<file path="src/rtl/decryption_cfg_sequencer_if.sv">
// -----------------------------------------------------------------------------
// decryption_cfg_sequencer_if
// Groups the job descriptor handshake, the datapath busy flag, the register
// access bus and the job status outputs of decryption_cfg_sequencer.
//   master : sequencer view (drives job_ready, bus strobes/address/data, status)
//   slave  : host/register-file view (drives job descriptor, dec_busy, bus reply)
// -----------------------------------------------------------------------------
interface decryption_cfg_sequencer_if #(
    parameter int addr_witdth = 8,
    parameter int reg_width   = 16
);
    // job descriptor handshake
    logic                   job_valid;
    logic                   job_ready;
    logic [1:0]             job_alg;
    logic [reg_width-1:0]   job_key;
    logic                   dec_busy;
    // register access bus
    logic [addr_witdth-1:0] addr;
    logic                   read;
    logic                   write;
    logic [reg_width-1:0]   wdata;
    logic [reg_width-1:0]   rdata;
    logic                   done;
    logic                   error;
    // job status
    logic                   cfg_done;
    logic                   cfg_err;
    logic [1:0]             err_code;

    modport master (
        input  job_valid, job_alg, job_key, dec_busy, rdata, done, error,
        output job_ready, addr, read, write, wdata, cfg_done, cfg_err, err_code
    );

    modport slave (
        output job_valid, job_alg, job_key, dec_busy, rdata, done, error,
        input  job_ready, addr, read, write, wdata, cfg_done, cfg_err, err_code
    );
endinterface

</file>
<file path="src/rtl/decryption_cfg_sequencer.sv">
// -----------------------------------------------------------------------------
// decryption_cfg_sequencer
// Job-level controller in front of the decryption register file. Accepts one
// job (algorithm + key), waits for the datapath to drain, writes the key
// register, then the select register, optionally reads the key back, and
// reports success or a coded failure.
//
// Ports:
//   clk_sys : system clock
//   rst_n   : asynchronous active-low reset
//   bus     : decryption_cfg_sequencer_if.master (job handshake, dec_busy,
//             register bus addr/read/write/wdata/rdata/done/error,
//             cfg_done/cfg_err/err_code status)
//
// Build option:
//   READBACK_VERIFY_EN : when defined, the key is read back after the select
//                        write and compared (err_code 3 on mismatch). When
//                        undefined, read is tied low and success is reported
//                        straight after the select write completes.
//
// err_code: 1 = illegal algorithm, 2 = bus error or timeout, 3 = readback
// mismatch. It is cleared on job accept and held until the next accept.
// All outputs are registered and change in step with the state register.
// -----------------------------------------------------------------------------
module decryption_cfg_sequencer #(
    parameter int                     addr_witdth      = 8,
    parameter int                     reg_width        = 16,
    parameter logic [addr_witdth-1:0] SELECT_ADDR      = 8'h00,
    parameter logic [addr_witdth-1:0] CAESAR_KEY_ADDR  = 8'h10,
    parameter logic [addr_witdth-1:0] SCYTALE_KEY_ADDR = 8'h12,
    parameter logic [addr_witdth-1:0] ZIGZAG_KEY_ADDR  = 8'h14,
    parameter int                     TIMEOUT          = 16
) (
    input  logic                      clk_sys,
    input  logic                      rst_n,
    decryption_cfg_sequencer_if.master bus
);

    localparam int                TMO_W    = $clog2(TIMEOUT) + 1;
    localparam logic [TMO_W-1:0]  TMO_LAST = TMO_W'(TIMEOUT - 1);

    typedef enum logic [3:0] {
        IDLE     = 4'd0,
        DRAIN    = 4'd1,
        WR_KEY   = 4'd2,
        WAIT_KEY = 4'd3,
        WR_SEL   = 4'd4,
        WAIT_SEL = 4'd5,
        RD_KEY   = 4'd6,
        WAIT_RD  = 4'd7,
        REPORT   = 4'd8
    } state_t;

    state_t                 state_r, state_nxt_s;
    logic [1:0]             alg_r;
    logic [reg_width-1:0]   key_r;
    logic [TMO_W-1:0]       tmo_r;
    logic [1:0]             fail_code_s;
    logic                   accept_s, tmo_hit_s, report_entry_s;

    logic                   job_ready_r, read_r, write_r, cfg_done_r, cfg_err_r;
    logic [addr_witdth-1:0] addr_r;
    logic [reg_width-1:0]   wdata_r;
    logic [1:0]             err_code_r;

    logic                   job_ready_nxt_s, read_nxt_s, write_nxt_s;
    logic                   cfg_done_nxt_s, cfg_err_nxt_s;
    logic [addr_witdth-1:0] addr_nxt_s;
    logic [reg_width-1:0]   wdata_nxt_s;
    logic [1:0]             err_code_nxt_s;

    // Key register address for a given algorithm code.
    function automatic logic [addr_witdth-1:0] key_addr_f(input logic [1:0] alg);
        logic [addr_witdth-1:0] a;
        case (alg)
            2'd0:    a = CAESAR_KEY_ADDR;
            2'd1:    a = SCYTALE_KEY_ADDR;
            2'd2:    a = ZIGZAG_KEY_ADDR;
            default: a = {addr_witdth{1'b0}};
        endcase
        return a;
    endfunction

    // job_ready_r is high exactly while the FSM sits in IDLE
    assign accept_s  = bus.job_valid & job_ready_r;
    assign tmo_hit_s = (tmo_r == TMO_LAST);

    // State register.
    always_ff @(posedge clk_sys or negedge rst_n) begin
        if (!rst_n) begin
            state_r <= IDLE;
        end else begin
            state_r <= state_nxt_s;
        end
    end

    // Latch the job descriptor on accept.
    always_ff @(posedge clk_sys or negedge rst_n) begin
        if (!rst_n) begin
            alg_r <= 2'd0;
            key_r <= {reg_width{1'b0}};
        end else if (accept_s) begin
            alg_r <= bus.job_alg;
            key_r <= bus.job_key;
        end else begin
            alg_r <= alg_r;
            key_r <= key_r;
        end
    end

    // Wait-cycle counter: cleared on every strobe, counts in wait states.
    always_ff @(posedge clk_sys or negedge rst_n) begin
        if (!rst_n) begin
            tmo_r <= {TMO_W{1'b0}};
        end else begin
            case (state_r)
                WAIT_KEY, WAIT_SEL, WAIT_RD: tmo_r <= tmo_hit_s ? tmo_r : tmo_r + {{(TMO_W-1){1'b0}}, 1'b1};
                default:                     tmo_r <= {TMO_W{1'b0}};
            endcase
        end
    end

    // Next-state logic; fail_code_s carries the outcome when moving to REPORT.
    always_comb begin
        state_nxt_s = state_r;
        fail_code_s = 2'd0;
        case (state_r)
            IDLE: begin
                if (accept_s) state_nxt_s = DRAIN;
                else          state_nxt_s = IDLE;
            end
            DRAIN: begin
                // an illegal algorithm is rejected without waiting for the drain
                if (alg_r == 2'd3) begin
                    state_nxt_s = REPORT;
                    fail_code_s = 2'd1;
                end else if (!bus.dec_busy) begin
                    state_nxt_s = WR_KEY;
                end else begin
                    state_nxt_s = DRAIN;
                end
            end
            WR_KEY: state_nxt_s = WAIT_KEY;
            WR_SEL: state_nxt_s = WAIT_SEL;
            RD_KEY: state_nxt_s = WAIT_RD;
            WAIT_KEY, WAIT_SEL, WAIT_RD: begin
                if (bus.done && bus.error) begin
                    state_nxt_s = REPORT;
                    fail_code_s = 2'd2;
                end else if (bus.done) begin
                    if (state_r == WAIT_KEY) begin
                        state_nxt_s = WR_SEL;
`ifdef READBACK_VERIFY_EN
                    end else if (state_r == WAIT_SEL) begin
                        state_nxt_s = RD_KEY;
                    end else begin
                        state_nxt_s = REPORT;
                        fail_code_s = (bus.rdata != key_r) ? 2'd3 : 2'd0;
                    end
`else
                    end else begin
                        state_nxt_s = REPORT;
                    end
`endif
                end else if (tmo_hit_s) begin
                    state_nxt_s = REPORT;
                    fail_code_s = 2'd2;
                end else begin
                    state_nxt_s = state_r;
                end
            end
            REPORT:  state_nxt_s = IDLE;
            default: state_nxt_s = IDLE;
        endcase
    end

`ifndef READBACK_VERIFY_EN
    logic unused_rdata_s;
    assign unused_rdata_s = ^bus.rdata;
`endif

    assign report_entry_s = (state_nxt_s == REPORT) && (state_r != REPORT);

    // Output decode from the next state so registered outputs align with state_r.
    always_comb begin
        job_ready_nxt_s = (state_nxt_s == IDLE);
        write_nxt_s     = (state_nxt_s == WR_KEY) || (state_nxt_s == WR_SEL);
`ifdef READBACK_VERIFY_EN
        read_nxt_s      = (state_nxt_s == RD_KEY);
`else
        read_nxt_s      = 1'b0;
`endif
        addr_nxt_s      = addr_r;
        wdata_nxt_s     = wdata_r;
        case (state_nxt_s)
            WR_KEY: begin
                addr_nxt_s  = key_addr_f(alg_r);
                wdata_nxt_s = key_r;
            end
            WR_SEL: begin
                addr_nxt_s  = SELECT_ADDR;
                wdata_nxt_s = {{(reg_width-2){1'b0}}, alg_r};
            end
            RD_KEY: begin
                addr_nxt_s  = key_addr_f(alg_r);
            end
            default: begin
                addr_nxt_s  = addr_r;
                wdata_nxt_s = wdata_r;
            end
        endcase
        cfg_done_nxt_s = report_entry_s && (fail_code_s == 2'd0);
        cfg_err_nxt_s  = report_entry_s && (fail_code_s != 2'd0);
        if (accept_s) begin
            err_code_nxt_s = 2'd0;
        end else if (report_entry_s) begin
            err_code_nxt_s = fail_code_s;
        end else begin
            err_code_nxt_s = err_code_r;
        end
    end

    // Output registers.
    always_ff @(posedge clk_sys or negedge rst_n) begin
        if (!rst_n) begin
            job_ready_r <= 1'b1;
            addr_r      <= {addr_witdth{1'b0}};
            read_r      <= 1'b0;
            write_r     <= 1'b0;
            wdata_r     <= {reg_width{1'b0}};
            cfg_done_r  <= 1'b0;
            cfg_err_r   <= 1'b0;
            err_code_r  <= 2'd0;
        end else begin
            job_ready_r <= job_ready_nxt_s;
            addr_r      <= addr_nxt_s;
            read_r      <= read_nxt_s;
            write_r     <= write_nxt_s;
            wdata_r     <= wdata_nxt_s;
            cfg_done_r  <= cfg_done_nxt_s;
            cfg_err_r   <= cfg_err_nxt_s;
            err_code_r  <= err_code_nxt_s;
        end
    end

    assign bus.job_ready = job_ready_r;
    assign bus.addr      = addr_r;
    assign bus.read      = read_r;
    assign bus.write     = write_r;
    assign bus.wdata     = wdata_r;
    assign bus.cfg_done  = cfg_done_r;
    assign bus.cfg_err   = cfg_err_r;
    assign bus.err_code  = err_code_r;

endmodule

</file>
<file path="src/flat_wrapper.sv">
// flat-port wrapper written by rule: the top's interface ports become plain ports
module decryption_cfg_sequencer_flat 
#(
    parameter int                     addr_witdth      = 8,
    parameter int                     reg_width        = 16,
    parameter logic [addr_witdth-1:0] SELECT_ADDR      = 8'h00,
    parameter logic [addr_witdth-1:0] CAESAR_KEY_ADDR  = 8'h10,
    parameter logic [addr_witdth-1:0] SCYTALE_KEY_ADDR = 8'h12,
    parameter logic [addr_witdth-1:0] ZIGZAG_KEY_ADDR  = 8'h14,
    parameter int                     TIMEOUT          = 16
)
  (clk_sys, rst_n, bus_job_valid, bus_job_alg, bus_job_key, bus_dec_busy, bus_rdata, bus_done, bus_error, bus_job_ready, bus_addr, bus_read, bus_write, bus_wdata, bus_cfg_done, bus_cfg_err, bus_err_code);
  decryption_cfg_sequencer_if #(.addr_witdth(addr_witdth), .reg_width(reg_width)) bus_i ();
  input  logic clk_sys;
  input  logic rst_n;
  input wire logic [$bits(bus_i.job_valid)-1:0] bus_job_valid;
  input wire logic [$bits(bus_i.job_alg)-1:0] bus_job_alg;
  input wire logic [$bits(bus_i.job_key)-1:0] bus_job_key;
  input wire logic [$bits(bus_i.dec_busy)-1:0] bus_dec_busy;
  input wire logic [$bits(bus_i.rdata)-1:0] bus_rdata;
  input wire logic [$bits(bus_i.done)-1:0] bus_done;
  input wire logic [$bits(bus_i.error)-1:0] bus_error;
  output wire logic [$bits(bus_i.job_ready)-1:0] bus_job_ready;
  output wire logic [$bits(bus_i.addr)-1:0] bus_addr;
  output wire logic [$bits(bus_i.read)-1:0] bus_read;
  output wire logic [$bits(bus_i.write)-1:0] bus_write;
  output wire logic [$bits(bus_i.wdata)-1:0] bus_wdata;
  output wire logic [$bits(bus_i.cfg_done)-1:0] bus_cfg_done;
  output wire logic [$bits(bus_i.cfg_err)-1:0] bus_cfg_err;
  output wire logic [$bits(bus_i.err_code)-1:0] bus_err_code;
  assign bus_i.job_valid = bus_job_valid;
  assign bus_i.job_alg = bus_job_alg;
  assign bus_i.job_key = bus_job_key;
  assign bus_i.dec_busy = bus_dec_busy;
  assign bus_i.rdata = bus_rdata;
  assign bus_i.done = bus_done;
  assign bus_i.error = bus_error;
  assign bus_job_ready = bus_i.job_ready;
  assign bus_addr = bus_i.addr;
  assign bus_read = bus_i.read;
  assign bus_write = bus_i.write;
  assign bus_wdata = bus_i.wdata;
  assign bus_cfg_done = bus_i.cfg_done;
  assign bus_cfg_err = bus_i.cfg_err;
  assign bus_err_code = bus_i.err_code;
  decryption_cfg_sequencer #(.addr_witdth(addr_witdth), .reg_width(reg_width), .SELECT_ADDR(SELECT_ADDR), .CAESAR_KEY_ADDR(CAESAR_KEY_ADDR), .SCYTALE_KEY_ADDR(SCYTALE_KEY_ADDR), .ZIGZAG_KEY_ADDR(ZIGZAG_KEY_ADDR), .TIMEOUT(TIMEOUT)) u_core (.clk_sys(clk_sys), .rst_n(rst_n), .bus(bus_i));
endmodule
</file>
<file path="config.mk">
export PLATFORM = sky130hd
export DESIGN_NAME = decryption_cfg_sequencer_flat
export DESIGN_NICKNAME = d
export VERILOG_FILES = /design/src/rtl/decryption_cfg_sequencer_if.sv /design/src/rtl/decryption_cfg_sequencer.sv /design/src/flat_wrapper.sv
export SDC_FILE = /design/constraint.sdc
export NUM_CORES = 1
export LEC_CHECK = 0
export BUFFER_PORTS_ARGS = -buffer_cell sky130_fd_sc_hd__buf_4
export CORE_AREA = 3 3 75 77
export CTS_CLUSTER_DIAMETER = 50
export DETAILED_ROUTE_END_ITERATION = 12
export DIE_AREA = 0 0 78 80
export GPL_ROUTABILITY_DRIVEN = 0
export GPL_TIMING_DRIVEN = 0
export MAX_ROUTING_LAYER = met4
export PLACE_DENSITY = 0.73
export REMOVE_ABC_BUFFERS = 1
export SLEW_MARGIN = 30
export SYNTH_ARGS = -nofsm -noshare
export SYNTH_HDL_FRONTEND = slang
export SYNTH_SLANG_ARGS = --single-unit
</file>
<file path="constraint.sdc">
create_clock -name clk_sys -period 1.6 [get_ports clk_sys]
set_input_delay 0.16 -clock clk_sys [delete_from_list [all_inputs] [get_ports clk_sys]]
set_output_delay 0.16 -clock clk_sys [all_outputs]
set_load 0.005 [all_outputs]
</file>
**Yosys cells after proc, flatten, opt, wreduce, memory -nomap -nowiden**

Index checks and enable logic that the tools add are counted.

- Word-level logic and storage cells: 65
- Register bits: 57
- Input port bits: 40
- Output and inout port bits: 31

- Equal/unequal tests: 17
- Bitwise operators: 1
- $add $sub $neg: 1
- Muxes and demuxes: 20
- Reduce and logical (&&, ||, !) cells: 15

Operator list:

| operator | number |
|---|---|
| $pmux W16 S2 | 1 |
| $eq A4 B3 Y1 const B | 6 |
| $pmux W4 S6 | 1 |
| $mux W4 | 5 |
| $pmux W8 S2 | 1 |
| $pmux W5 S3 | 1 |
| $eq A4 B2 Y1 const B | 3 |
| $mux W2 | 6 |
| $mux W5 | 2 |
| $logic_not A4 Y1 | 2 |
| $reduce_bool A2 Y1 | 4 |
| $add A5 B1 Y5 const B | 1 |
| $eq A5 B4 Y1 const B | 1 |
| $eq A2 B2 Y1 const B | 2 |
| $eq A4 B1 Y1 const B | 1 |
| $eq A4 B4 Y1 const B | 1 |
| $logic_and A1 B1 Y1 | 4 |
| $logic_not A2 Y1 | 2 |
| $ne A4 B4 Y1 const B | 1 |
| $pmux W2 S2 | 1 |
| $reduce_or A3 Y1 | 1 |
| $eq A2 B1 Y1 const B | 1 |
| $mux W1 | 2 |
| $ne A2 B2 Y1 const B | 1 |
| 3 further kinds | 3 |

**Depth between registers and ports, before layout**

Gate-level depths: netlist of the first run.

- Depth after elaboration: 9
- Gate-level depth with buffers: 7
- Mapped depth without buffers: 6

**Least setup slack after synthesis of the first run**

No wires, ideal clock.

- Path type: reg2reg
- Start point: reg u_core.tmo_r[0]
- End point: reg u_core.state_r[0]
- Arrival: 1.644 ns
- Stages on the path, launching flop included: 8
- Clock period less this slack: 1.726 ns
- Setup slack: -0.126 ns
- Required time: 1.518 ns
- Path buffers: 1
- Library setup time: 0.082 ns
- Cells stage by stage: dfrtp_1 -> ha_1 -> and3_1 -> ha_1 -> clkbuf_1 -> or2_2 -> nand2b_1 -> a31oi_1

- Word-level cells in the longest chain between the ends: 5

Ends and longest elaborated chain:

| element | RTL line | source |
|---|---|---|
| start, declared | decryption_cfg_sequencer.sv:57 | `logic [TMO_W-1:0] tmo_r;` |
| start signal, assigned | decryption_cfg_sequencer.sv:114 | `tmo_r <= {TMO_W{1'b0}};` |
| start signal, assigned | decryption_cfg_sequencer.sv:117 | `WAIT_KEY, WAIT_SEL, WAIT_RD: tmo_r <= tmo_hit_s ? tmo_r : tmo_r + {{(TMO_W-1){1'b0}}, 1'b1};` |
| start signal, assigned | decryption_cfg_sequencer.sv:118 | `default: tmo_r <= {TMO_W{1'b0}};` |
| $eq A5 B4 Y1 | decryption_cfg_sequencer.sv:86 | `assign tmo_hit_s = (tmo_r == TMO_LAST);` |
| $mux W4 | decryption_cfg_sequencer.sv:165 | `end else if (tmo_hit_s) begin` |
| $mux W4 | decryption_cfg_sequencer.sv:150 | `end else if (bus.done) begin` |
| $mux W4 | decryption_cfg_sequencer.sv:147 | `if (bus.done && bus.error) begin` |
| $pmux W4 S6 | decryption_cfg_sequencer.sv:127 | `case (state_r)` |
| named net u_core.state_nxt_s[0] | decryption_cfg_sequencer.sv:54 | `state_t state_r, state_nxt_s;` |
| end signal, assigned | decryption_cfg_sequencer.sv:93 | `state_r <= state_nxt_s;` |
| end, declared | decryption_cfg_sequencer.sv:54 |  |

The timed path passes the listed nets, and every way through them passes these cells.
A chain may end at the register's enable or synchronous reset.

**Worst setup path after layout of the first run**

- Start point: reg u_core.alg_r[1]
- End point: reg u_core.wdata_r[1] (netlist: u_core.bus.wdata[1])

- Word-level cells in the longest chain between the ends: 5
- Elaborated cells between the ends (all ways): 7
- Those cells by class: 3 x eq/ne; 3 x mux; 1 x reduce/logical

Ends and longest elaborated chain:

| element | RTL line | source |
|---|---|---|
| start, declared | decryption_cfg_sequencer.sv:55 | `logic [1:0] alg_r;` |
| start signal, assigned | decryption_cfg_sequencer.sv:103 | `alg_r <= bus.job_alg;` |
| start signal, assigned | decryption_cfg_sequencer.sv:106 | `alg_r <= alg_r;` |
| $eq A2 B2 Y1 | decryption_cfg_sequencer.sv:134 | `if (alg_r == 2'd3) begin` |
| $mux W4 | decryption_cfg_sequencer.sv:134 |  |
| $pmux W4 S6 | decryption_cfg_sequencer.sv:127 |  |
| $eq A4 B3 Y1 / $eq A4 B2 Y1 (equally long branches) | decryption_cfg_sequencer.sv:195 | `case (state_nxt_s)` |
| $pmux W16 S2 / $reduce_bool A2 Y1 (equally long branches) | n/a |  |
| end signal, assigned | decryption_cfg_sequencer.sv:230 | `wdata_r <= {reg_width{1'b0}};` |
| end signal, assigned | decryption_cfg_sequencer.sv:239 | `wdata_r <= wdata_nxt_s;` |
| end, declared | decryption_cfg_sequencer.sv:63 | `logic [reg_width-1:0] wdata_r;` |

Parallel ways exist; a longest one is shown, timed or not.

==> results of run 1 <==
[how the worst max path moves through the flow]
stage | end | depth (start not counted)
2_1_floorplan | u_core.bus.err_code[1] | 3
3_3_place_gp | u_core.bus.wdata[1] | 3
3_5_place_dp | u_core.bus.wdata[1] | 3
4_1_cts | u_core.bus.err_code[1] | 6
5_1_grt | u_core.bus.err_code[1] | 6
6_report | u_core.bus.wdata[1] | 3
[cell families (layout without fill, tap and decap cells)]
kind of cell	count (synthesis)	after routing	synth area share, %
flops	52	52	57.83
compound gates	50	50	14.11
simple gates	49	49	11.22
buf+inv	24	76	5.500
mux	18	18	8.889
xor+xnor	3	3	1.167
fa+ha+maj	2	2	1.111
other cells	1	6	0.1665
[synth_stat cells (all sizes together), types with 2 or more instances]
master  instances  area (um2)
nor3            4       20.02
and2            2       12.51
a21o            2       15.01
xor2            2       17.52
dfrtp          51        1276
nor2b           2       12.51
nor2           12       45.04
nand4           2       12.51
mux2           16       180.2
or2             2       12.51
o21ai          20       100.1
ha              2       25.02
nand3          16       80.08
a32o            3       30.03
inv             7       26.28
a221oi          2       17.52
nand2b          2       12.51
nand2           3       11.26
clkbuf          7       26.28
buf            10       71.31
a21oi          16       80.08
mux2i           2       20.02
a31oi           2       12.51
[stage by stage]
step                worst slack [ns]  std cells  util, %  total power, W  cell area (um2)
floorplan                    -0.1056        187        -        0.003242             2173
global placement             -0.7595        305    51.65        0.003976             2621
detailed placement           -0.4321        305    51.75        0.004052             2626
CTS                        0.0005078        325    56.83        0.005132             2884
global route                -0.03937        326    57.69        0.005614             2928
finish                       0.01590        326    57.69        0.005219             2928
[state kept, by name (all words and copies together), names as in the netlist]
signal                cells
u_core.tmo_r              5
u_core.bus.wdata         16
u_core.alg_r              2
u_core.bus.cfg_err        1
u_core.state_r            4
u_core.bus.err_code       2
u_core.bus.job_ready      1
u_core.bus.addr           3
u_core.bus.cfg_done       1
u_core.key_r             16
u_core.bus.write          1
[routing by layer]
layer  vias to the layer above  part of all wire, %  global-route usage (%)
met1                       816                   44                   20.44
met4                         0                  1.8                   8.217
li1                        811                    -                       -
met3                         9                  3.9                   3.725
met5                         -                    0                       -
met2                        43                   50                   26.88
[layout by cell type (no fill, tap or decap), types with 3 or more instances in the layout]
cell / netlist / routed
a21oi_1: 16 / 16
a32o_1: 3 / 3
buf_4: 6 / 59
clkbuf_8: 0 / 5
conb_1: 1 / 6
dfrtp_1: 51 / 50
inv_1: 7 / 7
mux2_2: 16 / 16
nand3_1: 16 / 16
nor2_1: 12 / 11
nor3_1: 4 / 3
o21ai_0: 19 / 16
o21ai_1: 1 / 4
[power by group]
group	internal, W	switching, W
clock	0.000471	0.000435
sequential	0.00187	0.000398
combinational	0.00106	0.000991
total	0.00340	0.00182
[layout make-up]
cell class	instances	area, um2	share of cell area (%)
clock inverter	3	47.55	1.624
sequential	52	1304	44.53
clock buffer	5	68.82	2.350
timing repair buffer	61	473.0	16.15
multi-input combinational	128	920.9	31.45
inverter	7	26.28	0.8974
tap	70	87.58	2.991
[what timing repair did]
action	CTS	global route
pin swaps	6	4
hold buffers	1	0
resized for setup	9	11
setup endpoints to repair	47	17
endpoints found under the hold margin	51	0
buffers inserted	11	1
==> summary.txt, run 1 <==
Worst EP required: 1.80 ns
Final Setup Violations: 0
Min-Delay Path Depth: 2
Starting density of the core: 44.38%
Via Count: 1,679
Final Hold Fails: 0
Reg-to-reg slack, setup: 0.02 ns
H-Tree Depth: 2
Post-route ant nets: 0
Largest net degree at the start of global routing: 53
Fraction of registers with async set/reset: 100.0%
Setup tns final: 0 ns
Fmax: 631.3 MHz
Core area: 5075 um2
Hold_sp: bus_job_key[3]
Skew-Pair Late Insertion Delay: 0.30 ns
Post-synthesis cell type count: 38
Die span in y: 80 um
VDD IR max: 0.7032 mV
Synth Instances: 199
Hold Crit Class: input port to flop
Max Slew Vio Count: 0
Post-route DRC: 0
Total die area: 6240 um2
Top FF cell, synth: dfrtp_1
HPWL reported at the end of detailed placement: 3.050 mm
Seq/Total Area, Yosys: 57.83%
Initial antenna violation count: 0
Worst Setup End Kind: flop
Mapped Area: 2252 um2
CTS Sinks: 52
Skew final: 0.01360 ns
Vias per Instance: 5.150
CP cell instances: a2111o_2 > a21o_1 > a221oi_2
Critical path type: flop to flop
First-pass GRT wire length: 8.038 mm
Clock Path Buffers: 2
Max-cap violation count: 0
Worst Path Max Fanout: 5
Crit. Startpoint: u_core.alg_r[1]
Yosys warnings: 0
Layout cell share with drive strength beyond 1: 39.45%
WL per Instance: 14.87 um
Synth-to-Final Area Change: 30.00%
Number of flops mapped to enable cells by yosys: 0
RSZ-0062 raised after global routing: true
Mean Syn Cell Area: 11.32 um2
Final worst-path cycle share: 99.01%
Clock Tree Root: clkbuf_8
FF-to-FF End: u_core.bus.wdata[1]
First-pass iteration count of the detailed router: 4
P_leak: 1.355 nW
Cell Rows: 26
Buf/Inv on CP: 0
Min Tclk post-route: 1.584 ns
IO Count: 71
Worst-margin pin slew: 0.6303 ns
Startpoint Class: flop
IO Port Bufs: 48
Vias in the first global route: 1,705
Yosys reg bits: 52
TritonCTS Buffers: 5
Critical R2R Launch: u_core.alg_r[1]
Clock slew at reported path FFs: 0.10 ns
DR iter-0 viols: 88
Worst hold slack: 0.07641 ns
Antenna Cells: 0
CTS tree: yes
Filler instances: 460
CP top delay family: compound AO/OA/AOI/OAI gates
All-Layer GR Usage: 16.87%
Status: finished, final reports clean
Nets: 297
Final WL: 4.847 mm
Worst Reg-to-Reg Cells: 3
Crit path largest cell delay: 0.52 ns
Hold EP: u_core.key_r[3]
Chip width: 78 um
Max-slew headroom: 57.98%
CP max stage cell: a2111o_2
Power Density: 1783 nW/um2
Grt ovf: 0
Arrival time worst endpoint: 1.79 ns
Power figures use the tool's default switching activity.
==> inputs of run 2 (changes only) <==
--- a/config.mk
+++ b/config.mk
@@ -6,14 +6,13 @@
 export NUM_CORES = 1
 export LEC_CHECK = 0
 export BUFFER_PORTS_ARGS = -buffer_cell sky130_fd_sc_hd__buf_4
-export CORE_AREA = 3 3 75 77
+export CORE_AREA = 3 3 55 107
 export CTS_CLUSTER_DIAMETER = 50
 export DETAILED_ROUTE_END_ITERATION = 12
-export DIE_AREA = 0 0 78 80
+export DIE_AREA = 0 0 58 110
 export GPL_ROUTABILITY_DRIVEN = 0
-export GPL_TIMING_DRIVEN = 0
 export MAX_ROUTING_LAYER = met4
-export PLACE_DENSITY = 0.73
+export PLACE_DENSITY = 0.72
 export REMOVE_ABC_BUFFERS = 1
 export SLEW_MARGIN = 30
 export SYNTH_ARGS = -nofsm -noshare
==> run 2 against run 1 <==
Effect of this change: clock-buffer cell count is 1 higher; hold slack better by 0.0077 ns; critical path depth is 4 higher; clock skew is 0.0064 ns lower; first-iteration DRC count is 47% lower; worst setup slack better by 0.016 ns; critical path type unchanged; largest cell class unchanged.
==> summary.txt, run 2 (synthesis results as in run 1) <==
Status: finished, final reports clean
Final worst-path cycle share: 97.99% (-1.0 points)
Post-route DRC: 0 (unchanged)
Worst Reg-to-Reg Cells: 7 (+4)
P_leak: 1.372 nW (+1.3%)
Max-slew headroom: 56.63% (-1.4 points)
Fmax: 637.8 MHz (+1.0%)
Nets: 302 (+1.7%)
Via Count: 1,696 (+1.0%)
H-Tree Depth: 2 (unchanged)
Reg-to-reg slack, setup: 0.03 ns (+0.02 ns)
Min-Delay Path Depth: 2 (unchanged)
Grt ovf: 0 (unchanged)
P_sw: 0.001771 W (-2.9%)
Worst hold slack: 0.08410 ns (+0.007688 ns)
Synth-to-Final Area Change: 29.89% (about the same)
Final WL: 4.902 mm (+1.1%)
Fin cells: 319 (-2.1%)
Hold_sp: bus_job_key[14]
Vias in the first global route: 1,787 (+4.8%)
Initial antenna violation count: 0 (unchanged)
Critical R2R Launch: u_core.tmo_r[1]
Power Density: 1792 nW/um2 (+0.53%)
Post-route cell area: 2925 um2 (about the same)
Layout cell share with drive strength beyond 1: 38.31% (-1.1 points)
IO Port Bufs: 48 (unchanged)
Final Setup Violations: 0 (unchanged)
Sequential power share: 42.2% (-1.2 points)
Startpoint Class: flop
Worst Path Max Fanout: 3 (-2)
Critical path type: flop to flop
Skew-Pair Late Insertion Delay: 0.30 ns (about the same)
Core area: 5185 um2 (+2.2%)
First-pass GRT wire length: 8.231 mm (+2.4%)
Worst EP required: 1.79 ns (about the same)
Min Tclk post-route: 1.568 ns (-0.01625 ns)
Skew final: 0.007198 ns (-0.006401 ns)
Max-cap violation count: 0 (unchanged)
Vias per Instance: 5.317 (+3.2%)
Clock Tree Root: clkbuf_8
Antenna Cells: 0 (unchanged)
All-Layer GR Usage: 17.47% (+0.60 points)
TritonCTS Buffers: 5 (unchanged)
WL per Instance: 15.37 um (+3.4%)
Commonest cells after routing, fill and taps aside: buf_4 (64), dfrtp_1 (51), o21ai_0 (18)
HPWL reported at the end of detailed placement: 3.565 mm (+17%)
Total die area: 6380 um2 (+2.2%)
Clock power frac: 17.8% (+0.4 points)
Worst-margin pin slew: 0.6505 ns (+0.02026 ns)
DP Area: 2739 um2 (+4.3%)
Hold Crit Class: input port to flop
Die span in y: 110 um (+38%)
Clock slew at reported path FFs: 0.09 ns (about the same)
Post-route ant nets: 0 (unchanged)
Max Slew Vio Count: 0 (unchanged)
Total Power: 0.005243 W (+0.45%)
Internal power: 0.003472 W (+2.2%)
FF-to-FF End: u_core.bus.err_code[1]
Largest net degree at the start of global routing: 53 (unchanged)
Chip width: 58 um (-26%)
DR iter-0 viols: 47 (-47%)
IO Count: 71 (unchanged)
Comb pwr share: 40.0% (+0.7 points)
Cell Rows: 37 (+42%)
VDD IR max: 1.169 mV (+66%)
Most common cell after layout, fill and taps aside: buf_4
Arrival time worst endpoint: 1.76 ns (-0.03 ns)
Hold EP: u_core.key_r[14]
CTS Sinks: 52 (unchanged)
Net Sw Frac: 33.77% (-1.2 points)
Worst Setup End Kind: flop
First-pass iteration count of the detailed router: 4 (unchanged)
Setup tns final: 0 ns (unchanged)
Starting density of the core: 43.44% (-0.94 points)
Filler instances: 486 (+5.7%)
Inst Count DP: 309 (+1.3%)
RSZ-0062 raised after global routing: true
Final Hold Fails: 0 (unchanged)
CTS tree: yes
Clock Path Buffers: 2 (unchanged)
[run 2: changes by cell type in the layout (fill, tap and decap cells not counted), sizes merged]
cell	change
buf	+5
clkinv	-1
clkbuf	+1
[run 2: timing repair]
item,CTS,global route
buffers inserted,0,1
gates resized for setup,4,7
setup endpoints to repair,8,7
pin swaps,2,4
hold endpoints to repair,51,0
hold buffers,1,0
[run 2: cell type report]
| class | count | area, um2 | area share (%) |
|---|---|---|---|
| clock buffer | 6 | 82.58 | 2.823 |
| tap | 58 | 72.57 | 2.481 |
| multi-input combinational | 128 | 892.1 | 30.50 |
| timing repair buffer | 66 | 510.5 | 17.45 |
| clock inverter | 2 | 38.79 | 1.326 |
| sequential | 52 | 1303 | 44.53 |
| inverter | 7 | 26.28 | 0.8982 |
[run 2: power by group through the flow]
| stage | Sequential (W) | Combinational [W] | Clock, W |
|---|---|---|---|
| 4_1_cts | 0.00222 | 0.00210 | 0.000958 |
| 3_5_place_dp | 0.00224 | 0.00207 | 0 |
| 6_report | 0.00221 | 0.00210 | 0.000932 |
| 5_1_grt | 0.00228 | 0.00233 | 0.00102 |
| 3_3_place_gp | 0.00223 | 0.00202 | 0 |
| 2_1_floorplan | 0.00220 | 0.00104 | 0 |
[run 2: through the flow]
| stage | setup slack, ns | utilization [%] |
|---|---|---|
| after detailed placement | -0.05999 | 52.82 |
| after floorplan | -0.1056 | - |
| after global placement | -0.006437 | 52.82 |
| after CTS | 0.008040 | 55.50 |
| after global routing | -0.03844 | 56.42 |
| final | 0.03216 | 56.42 |
[run 2: how the worst max path moves through the flow]
stage / start / end / slack, ns / cells after the start
floorplan: u_core.state_r[0] / u_core.bus.err_code[1] / -0.11 / 3
global placement: u_core.tmo_r[0] / u_core.bus.err_code[1] / -0.006 / 6
detailed placement: u_core.tmo_r[0] / u_core.state_r[2] / -0.06 / 7
CTS: u_core.tmo_r[1] / u_core.bus.err_code[1] / 0.008 / 7
global route: u_core.tmo_r[0] / u_core.bus.err_code[0] / -0.04 / 7
finish: u_core.tmo_r[1] / u_core.bus.err_code[1] / 0.03 / 7
[run 2: worst max-delay path: stages, from the launching register on]
cell and delay [ns]:
dfrtp_1 0.40, ha_2 0.19, and3_4 0.15, ha_4 0.16, buf_4 0.14, mux2i_4 0.16, nor3_2 0.06, a32o_2 0.21
[run 2: layer usage]
metal  up-vias  wire length [um]  GRT usage (%)
met5         -                 0              -
met4         0               142          8.789
met3        11               196          2.331
met2        48              2755          30.34
met1       824              1807          19.22
li1        813                 -              -
==> inputs of run 3 (changes only) <==
==> constraint.sdc (replaced) <==
create_clock -name clk_sys -period 1.6 [get_ports clk_sys]
set_input_delay 0.32 -clock clk_sys [delete_from_list [all_inputs] [get_ports clk_sys]]
set_output_delay 0.32 -clock clk_sys [all_outputs]
set_load 0.005 [all_outputs]
==> run 3 against run 2 <==
Effect of this change: critical path depth unchanged; design area up 0.17%; first-iteration DRC count down 49%; total power down 3.9%; clock power down 25%; non-clock buffer count up 4; wire length up 0.96%; sequential power about the same; worst setup slack worse by 0.0033 ns; clock-buffer cell count down 1; global-route usage down 0.23 points; die area unchanged.
==> summary.txt, run 3 (synthesis results as in run 1) <==
VDD IR max: 1.032 mV (-12%)
Via Count: 1,731 (+2.1%)
Worst Path Max Fanout: 4 (+1)
DR iter-0 viols: 24 (-49%)
Critical R2R Launch: u_core.tmo_r[1]
Antenna Cells: 0 (unchanged)
Die span in y: 110 um (unchanged)
Worst Setup End Kind: flop
CTS tree: yes
Commonest cells after routing, fill and taps aside: buf_4 (67), dfrtp_1 (51), o21ai_0 (18)
Post-route ant nets: 0 (unchanged)
Net Sw Frac: 34.89% (+1.1 points)
Core area: 5185 um2 (unchanged)
Final WL: 4.949 mm (+0.96%)
Max-cap violation count: 0 (unchanged)
Synth-to-Final Area Change: 30.11%
Skew final: 0.004459 ns (-0.002739 ns)
H-Tree Depth: 2 (unchanged)
Worst hold slack: 0.2464 ns (+0.1623 ns)
CP max stage cell: dfrtp_1
CTS Sinks: 52 (unchanged)
Most common cell after layout, fill and taps aside: buf_4
First-pass iteration count of the detailed router: 4 (unchanged)
FF-to-FF End: u_core.bus.err_code[0]
Post-route cell area: 2930 um2 (+0.17%)
Clock Tree Root: clkbuf_8
Reg-to-reg slack, setup: 0.03 ns (about the same)
WL per Instance: 15.37 um (about the same)
Chip width: 58 um (unchanged)
Initial antenna violation count: 0 (unchanged)
CP cell instances: ha_2 > and3_4 > ha_4 > or2_4 > nand4_1 > buf_4 > o2bb2ai_2
Largest net degree at the start of global routing: 29 (-45%)
Startpoint Class: flop
Internal power: 0.003280 W (-5.5%)
IO Count: 71 (unchanged)
Arrival time worst endpoint: 1.79 ns (+0.03 ns)
Status: finished, final reports clean
Max Slew Vio Count: 0 (unchanged)
Skew-Pair Late Insertion Delay: 0.30 ns (about the same)
Power Density: 1719 nW/um2 (-4.1%)
Vias per Instance: 5.376 (+1.1%)
Total Power: 0.005038 W (-3.9%)
Sequential power share: 43.6% (+1.4 points)
Clock Path Buffers: 2 (unchanged)
Final worst-path cycle share: 98.20% (+0.21 points)
TritonCTS Buffers: 5 (unchanged)
All-Layer GR Usage: 17.23% (-0.23 points)
Hold_sp: bus_job_key[10]
IO Port Bufs: 48 (unchanged)
Total die area: 6380 um2 (unchanged)
P_sw: 0.001758 W (-0.74%)
Grt ovf: 0 (unchanged)
Fmax: 636.5 MHz (-0.21%)
Min-Delay Path Depth: 2 (unchanged)
First-pass GRT wire length: 8.169 mm (-0.75%)
Hold Crit Class: input port to flop
Clock power frac: 13.9% (-3.9 points)
Fin cells: 322 (+0.94%)
Critical path type: flop to flop
P_leak: 1.371 nW (about the same)
Comb pwr share: 42.5% (+2.5 points)
Final Hold Fails: 0 (unchanged)
RSZ-0062 raised after global routing: true
HPWL reported at the end of detailed placement: 3.607 mm (+1.2%)
Min Tclk post-route: 1.571 ns (+0.003317 ns)
Cell Rows: 37 (unchanged)
Worst EP required: 1.82 ns (+0.03 ns)
Clock slew at reported path FFs: 0.09 ns (about the same)
Inst Count DP: 312 (+0.97%)
Post-route DRC: 0 (unchanged)
Layout cell share with drive strength beyond 1: 39.02% (+0.70 points)
DP Area: 2774 um2 (+1.3%)
Setup tns final: 0 ns (unchanged)
Worst Reg-to-Reg Cells: 7 (unchanged)
Vias in the first global route: 1,785 (-0.11%)
Crit path largest cell delay: 0.40 ns (about the same)
Nets: 306 (+1.3%)
Hold EP: u_core.key_r[10]
Starting density of the core: 43.44% (unchanged)
Final Setup Violations: 0 (unchanged)
[run 3: what timing repair did]
| action | in CTS | in global routing |
|---|---|---|
| endpoints found under the hold margin | 23 | 0 |
| endpoints found under the setup margin | 6 | 8 |
| resized for setup | 4 | 7 |
| buffers inserted | 0 | 2 |
| hold buffers | 1 | 0 |
| pin swaps | 2 | 5 |
[run 3: how the worst max path moves through the flow]
stage / end / slack [ns] / cells after the start / start
floorplan: u_core.bus.err_code[1] / -0.11 / 3 / u_core.state_r[0]
global placement: u_core.bus.err_code[1] / -0.02 / 6 / u_core.tmo_r[0]
detailed placement: u_core.state_r[2] / -0.08 / 7 / u_core.tmo_r[0]
CTS: u_core.state_r[2] / 0.002 / 7 / u_core.tmo_r[0]
global route: u_core.bus.err_code[0] / -0.04 / 7 / u_core.tmo_r[1]
finish: u_core.bus.err_code[0] / 0.03 / 7 / u_core.tmo_r[1]
[run 3: layout make-up]
class | count | area [um2]
flip-flops and latches | 52 | 1303
clock inverters | 2 | 12.51
multi-input cells | 128 | 894.6
repair buffers | 70 | 553.0
clock buffers | 5 | 68.82
fillers | 470 | 2255
well taps | 58 | 72.57
inverters | 7 | 26.28
[run 3: power groups by stage]
stage / clock [W] / sequential (W) / combinational [W]
after floorplan: 0 / 0.00220 / 0.00104
after global placement: 0 / 0.00221 / 0.00207
after detailed placement: 0 / 0.00222 / 0.00211
after CTS: 0.000731 / 0.00220 / 0.00212
after global routing: 0.000784 / 0.00226 / 0.00239
final: 0.000700 / 0.00220 / 0.00214
[run 3: metal layers]
| metal | track usage, % | wire, um | up-vias |
|---|---|---|---|
| met5 | - | 0 | - |
| met4 | 7.629 | 95 | 0 |
| met3 | 1.981 | 143 | 4 |
| met2 | 30.91 | 2896 | 33 |
| met1 | 18.75 | 1813 | 870 |
| li1 | - | - | 824 |
[run 3: metrics by stage]
step	util, %	worst slack [ns]
finish	56.52	0.02884
global route	56.52	-0.03659
CTS	55.41	0.001942
detailed placement	53.50	-0.08402
global placement	53.50	-0.01816
floorplan	-	-0.1056
[run 3: critical path, delay by kind of cell, from the launching register on]
| kind | cells | cell delay, ns |
|---|---|---|
| AO/OA/AOI/OAI | 1 | 0.09 |
| adder cells (fa/ha/maj) | 2 | 0.35 |
| buffers and inverters | 1 | 0.14 |
| flip-flops | 1 | 0.40 |
| AND/OR/NAND/NOR | 3 | 0.52 |
